File: src/rtl/bus_wrr_scheduler.sv
// Weighted round-robin bus scheduler: pops one source FIFO and holds its packet on a valid/ready port.
// Optional starvation override is built when WRR_STARVE_EN is defined.
module bus_wrr_scheduler #(
  parameter int unsigned drvrs      = 8,
  parameter int unsigned pckg_sz    = 16,
  parameter int unsigned wgt_w      = 4,
  parameter int unsigned starve_lim = 64
) (
  input  logic                          clk,
  input  logic                          reset,
  input  logic [drvrs-1:0]              pndng,
  input  logic [drvrs-1:0][pckg_sz-1:0] D_pop,
  input  logic [drvrs*wgt_w-1:0]        weight,
  output logic [drvrs-1:0]              pop,
  output logic [pckg_sz-1:0]            bus_data,
  output logic [$clog2(drvrs)-1:0]      bus_src,
  output logic                          bus_vld,
  input  logic                          bus_rdy,
  output logic                          busy
);
  localparam int unsigned SrcW = $clog2(drvrs);

  typedef enum logic [1:0] {StIdle, StPop, StSend} state_e;

  state_e             state_q, state_d;
  logic [SrcW-1:0]    w_q, w_d, ptr_q, ptr_d, src_q, src_d;
  logic [wgt_w-1:0]   credit_q, credit_d, credit_left, win_wgt;
  logic [drvrs-1:0]   pop_q, pop_d;
  logic [pckg_sz-1:0] data_q, data_d;
  logic [SrcW-1:0]    rr_win;
  logic               st_any, st_stop;
  logic [SrcW-1:0]    st_win;

  // First pending driver searching circularly from ptr.
  always_comb begin : rr_search
    logic            found;
    logic [SrcW-1:0] idx;
    found  = 1'b0;
    rr_win = '0;
    idx    = '0;
    for (int unsigned k = 0; k < drvrs; k++) begin
      idx = SrcW'((32'(ptr_q) + k) % drvrs);
      if (!found && pndng[idx]) begin
        found  = 1'b1;
        rr_win = idx;
      end
    end
  end

`ifdef WRR_STARVE_EN
  localparam int unsigned CntW = $clog2(starve_lim + 1);

  logic [drvrs-1:0][CntW-1:0] wait_q;
  logic [drvrs-1:0]           starving, owner;

  always_comb begin
    st_any   = 1'b0;
    st_win   = '0;
    owner    = '0;
    starving = '0;
    if (state_q != StIdle) owner[w_q] = 1'b1;
    for (int unsigned i = 0; i < drvrs; i++) begin
      starving[i] = (wait_q[i] == CntW'(starve_lim));
    end
    for (int i = int'(drvrs) - 1; i >= 0; i--) begin
      if (starving[i]) begin
        st_any = 1'b1;
        st_win = SrcW'(i);
      end
    end
  end

  assign st_stop = |(starving & ~owner);

  always_ff @(posedge clk) begin
    if (reset) begin
      wait_q <= '0;
    end else begin
      for (int unsigned i = 0; i < drvrs; i++) begin
        if (!pndng[i] || (state_q == StIdle && state_d == StPop && w_d == SrcW'(i))) begin
          wait_q[i] <= '0;
        end else if (!owner[i] && wait_q[i] != CntW'(starve_lim)) begin
          wait_q[i] <= wait_q[i] + CntW'(1);
        end
      end
    end
  end
`else
  logic unused_cfg;
  assign unused_cfg = (starve_lim != 0);
  assign st_any     = 1'b0;
  assign st_win     = '0;
  assign st_stop    = 1'b0;
`endif

  always_comb begin
    state_d     = state_q;
    w_d         = w_q;
    ptr_d       = ptr_q;
    credit_d    = credit_q;
    credit_left = credit_q;
    win_wgt     = '0;
    pop_d       = '0;
    data_d      = data_q;
    src_d       = src_q;
    unique case (state_q)
      StIdle: begin
        if (|pndng) begin
          state_d = StPop;
          if (st_any) begin
            w_d      = st_win;
            credit_d = wgt_w'(1);
          end else begin
            w_d      = rr_win;
            win_wgt  = weight[rr_win*wgt_w +: wgt_w];
            credit_d = (win_wgt == '0) ? wgt_w'(1) : win_wgt;
          end
          pop_d[w_d] = 1'b1;
        end
      end
      StPop: begin
        data_d  = D_pop[w_q];
        src_d   = w_q;
        state_d = StSend;
      end
      StSend: begin
        if (bus_rdy) begin
          credit_left = (credit_q != '0) ? credit_q - wgt_w'(1) : '0;
          credit_d    = credit_left;
          // pndng already reflects the pop issued in the preceding POP cycle.
          if (credit_left != '0 && pndng[w_q] && !st_stop) begin
            state_d    = StPop;
            pop_d[w_q] = 1'b1;
          end else begin
            state_d = StIdle;
            ptr_d   = (w_q == SrcW'(drvrs - 1)) ? '0 : w_q + SrcW'(1);
          end
        end
      end
      default: state_d = StIdle;
    endcase
  end

  always_ff @(posedge clk) begin
    if (reset) begin
      state_q  <= StIdle;
      w_q      <= '0;
      ptr_q    <= '0;
      credit_q <= '0;
      pop_q    <= '0;
      data_q   <= '0;
      src_q    <= '0;
    end else begin
      state_q  <= state_d;
      w_q      <= w_d;
      ptr_q    <= ptr_d;
      credit_q <= credit_d;
      pop_q    <= pop_d;
      data_q   <= data_d;
      src_q    <= src_d;
    end
  end

  assign pop      = pop_q;
  assign bus_data = data_q;
  assign bus_src  = src_q;
  assign bus_vld  = (state_q == StSend);
  assign busy     = (state_q != StIdle);

endmodule

File: config.mk
export PLATFORM = sky130hd
export DESIGN_NAME = bus_wrr_scheduler
export DESIGN_NICKNAME = d
export VERILOG_FILES = /design/src/rtl/bus_wrr_scheduler.sv
export SDC_FILE = /design/constraint.sdc
export NUM_CORES = 1
export LEC_CHECK = 0
export BUFFER_PORTS_ARGS = -buffer_cell sky130_fd_sc_hd__buf_2
export CORE_ASPECT_RATIO = 0.75
export CORE_MARGIN = 3
export CORE_UTILIZATION = 39
export CTS_CLUSTER_SIZE = 25
export DETAILED_ROUTE_END_ITERATION = 8
export PLACE_DENSITY_LB_ADDON = 0.3
export SYNTH_ARGS = -nofsm -noshare
export SYNTH_HDL_FRONTEND = slang
export SYNTH_SLANG_ARGS = --single-unit
File: constraint.sdc
create_clock -name clk -period 10.7 [get_ports clk]
set_input_delay 3.21 -clock clk [delete_from_list [all_inputs] [get_ports clk]]
set_output_delay 3.21 -clock clk [all_outputs]
set_load 0.01 [all_outputs]
### After elaboration in Yosys (flattened, before gate mapping)

Cells that the tools add are included.

| storage, ports and cells | value |
|---|---|
| memories | 0 |
| flip-flop bits (word level) | 39 |
| output and inout port bits | 29 |
| bits in latches | 0 |
| input port bits | 171 |
| bits in writable memories | 0 |
| bits in read-only memories | 0 |

| cells by class | value |
|---|---|
| divide/modulo/power cells | 0 |
| $lt $le $gt $ge | 12 |
| equality and inequality tests | 5 |
| shifts and indexed selects | 1 |
| mux-type cells | 55 |
| multiply operators | 0 |
| add/subtract/negate cells | 9 |
| reduce and logical (&&, ||, !) cells | 28 |
| bitwise logic cells | 1 |

Operator list:

| cell | number |
|---|---|
| 16-bit binary-select mux with 3-bit select | 1 |
| 3-bit by 4-bit less-than comparator with 1-bit output, second input constant | 10 |
| 3-bit two-way mux | 11 |
| 32-bit by 6-bit indexed part select with 4-bit output | 1 |
| 1-bit binary-select mux with 3-bit select | 9 |
| 8-bit two-way mux | 3 |
| 1-bit two-way mux | 19 |
| 16-bit two-way mux | 1 |
| 4-bit two-way mux | 4 |
| 8-bit case mux with 2 select lines | 1 |
| 3-bit adder, second input constant | 4 |
| 1-bit logical AND | 10 |
| 4-bit case mux with 2 select lines | 1 |
| 4-bit nonzero test | 2 |
| 8-bit OR reduction | 1 |
| 1-bit logical NOT | 7 |
| 3-bit by 1-bit adder with 3-bit output, second input constant | 2 |
| 3-bit by 2-bit adder with 3-bit output, second input constant | 2 |
| 1-bit demux with 3-bit select | 2 |
| 3-bit by 1-bit greater-or-equal comparator with 1-bit output, second input constant | 2 |
| 2-bit case mux with 3 select lines | 1 |
| 3-bit AND reduction | 2 |
| 4-bit logical NOT | 1 |
| 2-bit two-way mux | 2 |
| 10 further kinds | 12 |

### Longest topological paths before layout

Gate-level depths: netlist of run 1.

| logic depth | value |
|---|---|
| depth after elaboration | 32 |
| mapped depth | 17 |
| gate-level depth less buffers | 12 |

### Worst setup path before layout of run 1

No wires, ideal clock.

| path | value |
|---|---|
| path type | input to register |
| start | input port pndng[6] |
| end | register credit_q[0] |
| path slack | 4.975 ns |
| path buffers | 0 |
| cell stages on the path | 10 |
| data required time | 10.604 ns |
| setup time | 0.096 ns |
| arrival time | 5.629 ns |
| cells stage by stage | mux2_1 -> mux4_2 -> o32a_4 -> a211oi_4 -> o21ai_1 -> nand2_4 -> mux2i_1 -> a22oi_1 -> o21a_1 -> o41ai_2 |

| on the way | value |
|---|---|
| word-level cells in the longest chain between the ends | 29 |
| elaborated cells between the ends (all ways) | 53 |
| classes of those cells | eq/ne (1); shift (1); mux (34); reduce/logical (17) |

RTL lines:

| item | line | text |
|---|---|---|
| start: declaration | 11 | `input logic [drvrs-1:0] pndng,` |
| 1-bit binary-select mux with 3-bit select | 43 | `if (!found && pndng[idx]) begin` |
| 1-bit two-way mux (implied by the code) | 43 |  |
| 1-bit two-way mux | 43 |  |
| 1-bit logical NOT | 43 |  |
| 1-bit logical AND | 43 |  |
| 1-bit two-way mux | 43 |  |
| 1-bit logical NOT | 43 |  |
| 1-bit logical AND | 43 |  |
| [13 not listed] | -- |  |
| 1-bit logical NOT | 43 |  |
| 1-bit logical AND | 43 |  |
| 3-bit two-way mux | 43 |  |
| 32-bit by 6-bit indexed part select with 4-bit output | 115 | `win_wgt = weight[rr_win*wgt_w +: wgt_w];` |
| 4-bit logical NOT | 116 | `credit_d = (win_wgt == '0) ? wgt_w'(1) : win_wgt;` |
| 4-bit two-way mux | 116 |  |
| 4-bit two-way mux | 108 | `if (\|pndng) begin` |
| 4-bit case mux with 2 select lines | 106 | `unique case (state_q)` |
| end signal: assignment | 157 | `credit_q <= credit_d;` |
| end: declaration | 27 | `logic [wgt_w-1:0] credit_q, credit_d, credit_left, win_wgt;` |

Parallel ways exist; a longest one is shown, timed or not. The select of a mux whose other input is x is not followed.
A chain may end at the register's enable or synchronous reset.

### Worst setup path in the final report of run 1

| path | value |
|---|---|
| start | input port pndng[2] |
| end | register credit_q[0] |

The elaborated chain is that of the path after synthesis.

==> reports/metrics.cfg, run 1 <==
[pwr]
swShare_pct=38.6
intPower_mw=0.417
powerDensity_nw_per_um2=131
vdd.ir_drop.worst_uv=57.4
power_switching_mw=0.262
clockPowerShare_pct=21.0
sequentialPowerShare_pct=28.3
combinationalPowerShare_pct=50.7
power_leakage_nw=2.17

[floorplanning]
core_area_um2=9810
core.rowCount=31
start_util_pct=40.6
die_area_um2=11500
io_pins=200
die-height_um=93.5
die_w_um=123

[critical_path]
timing.critical_path.mode_cell=o21ai_1
cp_slowest_cell=mux4_2
critPathArrivalTime_ns=6.21
rr_endpoint=credit_q[0]
worstSetupStartpointType=primary input
crit_family=compound AO/OA/AOI/OAI gates
cp_cell_sequence=buf_2 -> mux4_2 -> mux2i_2 -> o21ai_1 -> a211oi_4 -> o21ai_1 -> nand2_4 -> mux2i_1 -> a22oi_1 -> o21a_1 -> o41ai_2
endpoint_kind=flip-flop
rrSetupSlack_ns=5.71
cp.required_ns=10.88
cp_slowest_stage_delay_ns=0.56
rr_worst_depth=13
rr_startpoint=ptr_q[0]
crit_fanout=10
critPathBufInv=1
path_class=primary input to flip-flop

[sta]
skew_ns=0.00433
rsz0062_at_grt=no
worst_pin_slew_ns=0.950
slew_headroom_pct=36.6
fmax_mhz=166
finalSetupViolCount=0
slew_viol_final=0
holdWs_ns=0.491
final.min_clock_period_ns=6.02
hold_violations=0
period_share_pct=56.3
tns_ns=0

[grt]
grt_pass1_vias=4097
grt_first_pass_wirelength_um=20900
grt_max_degree=42
gr-total-overflow=0
antenna_found_initial=1
gr-usage-all-layers_pct=22.8

[layout]
layout.nets=781
finalInstanceArea_um2=5170
area_delta_synth_final_pct=29.8
final_util_pct=52.7
drive_above_1_share_pct=46.6

[routing]
drc=0
wire_per_inst_um=18.4
ant_nets=0
viasPerCell=5.84
drt_wl_total_um=13700
via_count=4321
drt_pass1_iterations=5
drtIter0Drc=507

[synth]
synth_area_um2=3990
syn-instance-count=429
synth_edf_count=0
synthArstFlopShare_pct=0
synth-warning-count=0
avgSynthCellArea_um2=9.29
syn-num-nets=604
synthFlopType=dfxtp_1
yosys.cell_types.count=65
ys_ff_latch=39
yosysSeqAreaShare_pct=19.6

[placement]
hpwl_um=10800
gp_congestion=0.886
post_dp_cell_area_um2=5030
io_buffers=199

[outcome]
status=completed

[cts]
ctsLongestPathBuffers=2
cts_sinks=39
root_buffer=clkbuf_16
clkLatencyLatePin_ns=0.28
ctsHoldBuffers=0
clk_pin_slew_worst_paths_ns=0.06
postCtsSetupBuffers=0
tritoncts=done
cts_resized=0
htreeDepth=2
numCtsBuffers=5

[min_path]
whs_path_depth=2
worstHoldPathType=flip-flop to flip-flop
min_delay_worst_endpoint=bus_data[9]
hold_start=bus_data[9]

[job]
maxCapViolations=0

==> Yosys cell counts, types with 3 or more instances <==
cell type	n	area share, %
o32ai_1	5	1.1
clkbuf_1	20	1.9
ha_1	4	1.3
a21oi_1	15	1.9
nor2_1	48	4.5
mux2_2	3	0.85
a22oi_1	12	2.3
nor4_1	3	0.47
inv_1	8	0.75
o22ai_1	4	0.63
buf_1	6	0.57
nand2_1	52	4.9
or2_2	5	0.78
a222oi_1	4	1.0
and2_1	3	0.47
nor3_1	17	2.1
o311ai_0	4	0.88
a211oi_1	6	1.1
nor2b_1	5	0.78
dfxtp_1	39	20
nand3_1	6	0.75
buf_2	3	0.38
a21o_1	3	0.57
o21ai_1	4	0.50
o21ai_0	11	1.4
xor2_1	3	0.66
or3_1	5	0.78
mux2i_1	17	4.3
mux4_2	47	27
a311oi_1	16	3.5
==> power by group through the flow <==
stage / clock (mW) / sequential (mW) / combinational, mW
after floorplan: 0 / 0.195 / 0.238
after global placement: 0 / 0.193 / 0.336
after detailed placement: 0 / 0.195 / 0.343
after CTS: 0.144 / 0.192 / 0.343
after global routing: 0.152 / 0.196 / 0.377
final: 0.143 / 0.192 / 0.344
==> metal layers <==
layer	vias to the layer above	routed length [um]	global-route usage [%]
li1	2054	-	-
met1	2037	5870	31.4
met2	218	6500	37.8
met3	12	1130	4.17
met4	0	155	4.19
met5	-	0	0
==> how the worst max path moves through the flow <==
stage	from	end	slack (ns)	cells past startpoint
3_5_place_dp	pndng[2]	credit_q[0]	4.41	11
2_1_floorplan	pndng[6]	credit_q[0]	4.98	10
4_1_cts	pndng[2]	credit_q[0]	4.70	11
5_1_grt	pndng[2]	credit_q[0]	4.45	10
6_report	pndng[2]	credit_q[0]	4.68	11
3_3_place_gp	pndng[1]	credit_q[0]	4.45	11
==> logic make-up after synthesis <==
group | count (synthesis) | share of synthesized area (%)
xor+xnor | 3 | 0.659
buf+inv | 44 | 4.80
flops | 39 | 19.6
mux | 74 | 34.3
simple gates | 153 | 17.3
fa+ha+maj | 4 | 1.26
compound gates | 112 | 22.1
==> sequential cells by signal (all words and copies together), names as in the netlist <==
name,count
bus_data,16
bus_src,3
credit_q,4
pop,8
ptr_q,3
state_q,2
w_q,3
==> worst reg2reg max path, cell delays in order (launching register included) <==
cell and delay, ns:
dfxtp_1 0.30, buf_4 0.39, inv_1 0.40, ha_1 0.89
mux2_4 0.37, mux4_2 0.52, o32ai_2 0.39, and3_1 0.48
o32ai_1 0.14, a222oi_1 0.40, a22o_1 0.21, a221oi_2 0.05
a21o_1 0.19, o41ai_2 0.19
==> metrics by stage <==
stage / setup WS [ns] / power [mW] / std cells
5_1_grt: 4.45 / 0.725 / 740
6_report: 4.68 / 0.679 / 740
3_5_place_dp: 4.41 / 0.538 / 731
4_1_cts: 4.70 / 0.679 / 739
2_1_floorplan: 4.98 / 0.433 / 429
3_3_place_gp: 4.45 / 0.530 / 731
==> cell usage in the layout (no fill, tap or decap), drive strengths merged, types with 4 or more instances in the layout <==
cell	count
or3	5
mux2	7
o32ai	6
or2	5
o311ai	4
nor3	17
a222oi	4
o21ai	15
nand2	53
a22oi	12
nor2	48
ha	4
mux2i	20
a211oi	7
buf	203
inv	9
a311oi	16
dfxtp	39
clkbuf	7
o22ai	4
mux4	47
nor2b	5
a21oi	16
nand3	6
==> area by class of cell <==
| type | instances | area (um2) |
|---|---|---|
| Clock buffer | 7 | 133 |
| Antenna cell | 1 | 2.50 |
| Clock inverter | 1 | 5.00 |
| Fill cell | 922 | 4640 |
| Sequential cell | 39 | 783 |
| Inverter | 11 | 41.3 |
| Timing Repair Buffer | 203 | 1030 |
| Tap cell | 132 | 165 |
| Multi-Input combinational cell | 346 | 3020 |
No activity file was read; power rests on OpenSTA's default activity.
==> run 2: changes to the inputs <==
--- a/config.mk
+++ b/config.mk
@@ -5,6 +5,7 @@
 export SDC_FILE = /design/constraint.sdc
 export NUM_CORES = 1
 export LEC_CHECK = 0
+export ABC_AREA = 1
 export BUFFER_PORTS_ARGS = -buffer_cell sky130_fd_sc_hd__buf_2
 export CORE_ASPECT_RATIO = 0.75
 export CORE_MARGIN = 3
==> constraint.sdc (replaced) <==
create_clock -name clk -period 5.4 [get_ports clk]
set_input_delay 1.62 -clock clk [delete_from_list [all_inputs] [get_ports clk]]
set_output_delay 1.62 -clock clk [all_outputs]
set_load 0.01 [all_outputs]
==> run 2 against run 1 <==
Area after synthesis shrank 8.0%. Critical path depth is 7 higher. Worst hold slack worse by 0.028 ns. Die area is 7.6% lower. Register-to-register slack got worse by 4.0 ns. Cell area down 5.6%. Largest cell class unchanged. Global-route usage rose by 2.5 points. Via count increased by 12%. Highest routed layer unchanged. Clock-buffer cell count is 2 lower. Synthesized cell count rose by 39%.
==> reports/metrics.cfg, run 2 <==
[grt]
grt_max_degree=35
gr-usage-all-layers_pct=25.3
gr-total-overflow=0
grt_pass1_vias=4395
antenna_found_initial=0
grt_first_pass_wirelength_um=22400

[layout]
finalInstanceArea_um2=4880
drive_above_1_share_pct=34.2
final_common_cell=buf_2
n_antenna_cell=0
layout.nets=951
largest_reg_flops=16
area_delta_synth_final_pct=33.2
final-instance-count-excl-fill=901
final_cell_mix=199 x buf_2, 189 x nand2_1, 60 x a21oi_1, 55 x nand3_1, 41 x nor2_1
fillers=909

[placement]
io_buffers=199
hpwl_um=11400
dp.cells=893
gp_congestion=0.934
post_dp_cell_area_um2=4690

[cts]
cts_resized=0
root_buffer=clkbuf_16
htreeDepth=2
cts_sinks=39
clk_pin_slew_worst_paths_ns=0.06
postCtsSetupBuffers=0
ctsHoldBuffers=0
ctsLongestPathBuffers=2
clkLatencyLatePin_ns=0.28
numCtsBuffers=5
tritoncts=done

[critical_path]
critPathArrivalTime_ns=3.85
rr_worst_depth=19
path_class=primary input to flip-flop
worstSetupStartpointType=primary input
crit_fanout=18
cp.required_ns=5.61
endpoint_kind=flip-flop

[sta]
final.min_clock_period_ns=3.64
slew_viol_final=0
slew_headroom_pct=28.1
worst_pin_slew_ns=1.08
fmax_mhz=275
tns_ns=0
hold_violations=0
rsz0062_at_grt=no
period_share_pct=67.4
skew_ns=0.00524
finalSetupViolCount=0

[synth]
yosys.cell_types.count=39
ys_ff_latch=39
synth_edf_count=0
synthArstFlopShare_pct=0
syn-instance-count=597
syn-num-nets=772
synthFlopType=dfxtp_1
synth_top_area_share_pct=21.3
synthTopCellsByArea=dfxtp_1 21%, nand2_1 19%, a21oi_1 8.2%
yosysSeqAreaShare_pct=21.3
synth_area_um2=3660
avgSynthCellArea_um2=6.14
synth_common_cells=189 x nand2_1, 60 x a21oi_1, 55 x nand3_1, 44 x nor2_1, 39 x dfxtp_1
synth-warning-count=0
yosysMostFrequentCell=nand2_1
synth_top_area_cell=dfxtp_1

[routing]
viasPerCell=5.35
drtIter0Drc=487
via_count=4818
drt_pass1_iterations=5
drc=0
drt_wl_total_um=14200
wire_per_inst_um=15.7
ant_nets=0

[pwr]
powerDensity_nw_per_um2=423
power_leakage_nw=2.45
vdd.ir_drop.worst_uv=200
finalPower_mw=2.06

[floorplanning]
core.rowCount=29
die-height_um=90.0
start_util_pct=41.7
die_area_um2=10600
core_area_um2=8780
io_pins=200
die_w_um=118

[outcome]
status=completed

[min_path]
worstHoldPathType=flip-flop to flip-flop
whs_path_depth=2

[job]
maxCapViolations=0

## run 2: changes by cell type in the layout (fill, tap and decap cells not counted), moves of 10 or more
cell / change
a21oi_1: +45
a22o_1: +12
inv_1: +25
mux2i_1: -17
mux4_2: -47
nand2_1: +137
nand3_1: +49
nand3_2: +18
nand4_1: +10
nor3_1: -13
## run 2: layout make-up
type	count	area [um2]	share of cell area, %
multi-input combinational	486	2570	52.7
timing repair buffer	203	1030	21.0
sequential	39	781	16.0
inverter	41	156	3.20
tap	124	155	3.18
clock buffer	5	125	2.56
clock inverter	3	67.6	1.38
## run 2: cell families after synthesis
kind of cell,synth area share (%)
adders and majority gates,1.37
and+or+nand+nor,46.2
AOI/OAI and AO/OA,21.2
buffers and inverters,8.77
DFF,21.3
xor gates and xnor gates,1.20
## run 2: report_power, final
| group | internal [mW] | switching, mW | total, mW |
|---|---|---|---|
| combinational | 0.434 | 0.810 | 1.24 |
| clock | 0.265 | 0.118 | 0.382 |
| sequential | 0.363 | 0.0752 | 0.438 |
## run 2: path summary, 6_finish.rpt
check                from            to  slack [ns]
max              pndng[7]   credit_q[0]        1.76
min          bus_data[14]  bus_data[14]        0.46
max reg2reg      ptr_q[0]   credit_q[0]        1.76
min reg2reg  bus_data[14]  bus_data[14]        0.46
## run 2: critical path, cell delays in order
cell	delay, ns
buf_2	0.13
nand2_1	0.09
nand3_1	0.12
nand2_1	0.13
nand2_1	0.05
nand2_1	0.19
nand4_4	0.16
nor3_1	0.30
o21ai_4	0.17
nand2_4	0.24
inv_2	0.08
nand2_1	0.07
nand2_1	0.05
nand2_1	0.06
nand2_1	0.06
nor2_1	0.11
nand3_1	0.07
a21oi_1	0.13
## run 2: per-layer routing
layer	vias up	part of all wire, %	global-route usage, %
li1	2383	-	-
met1	2162	46	36.1
met2	250	43	38.9
met3	23	9.4	6.27
met4	0	1.6	5.27
met5	-	0	0
## run 2: through the flow
step	worst slack, ns	util [%]	hold WS [ns]
after CTS	1.78	55.6	0.464
after floorplan	2.06	-	0.444
after global placement	1.56	53.4	0.451
after global routing	1.39	55.6	0.479
after detailed placement	1.50	53.4	0.456
final	1.76	55.6	0.463
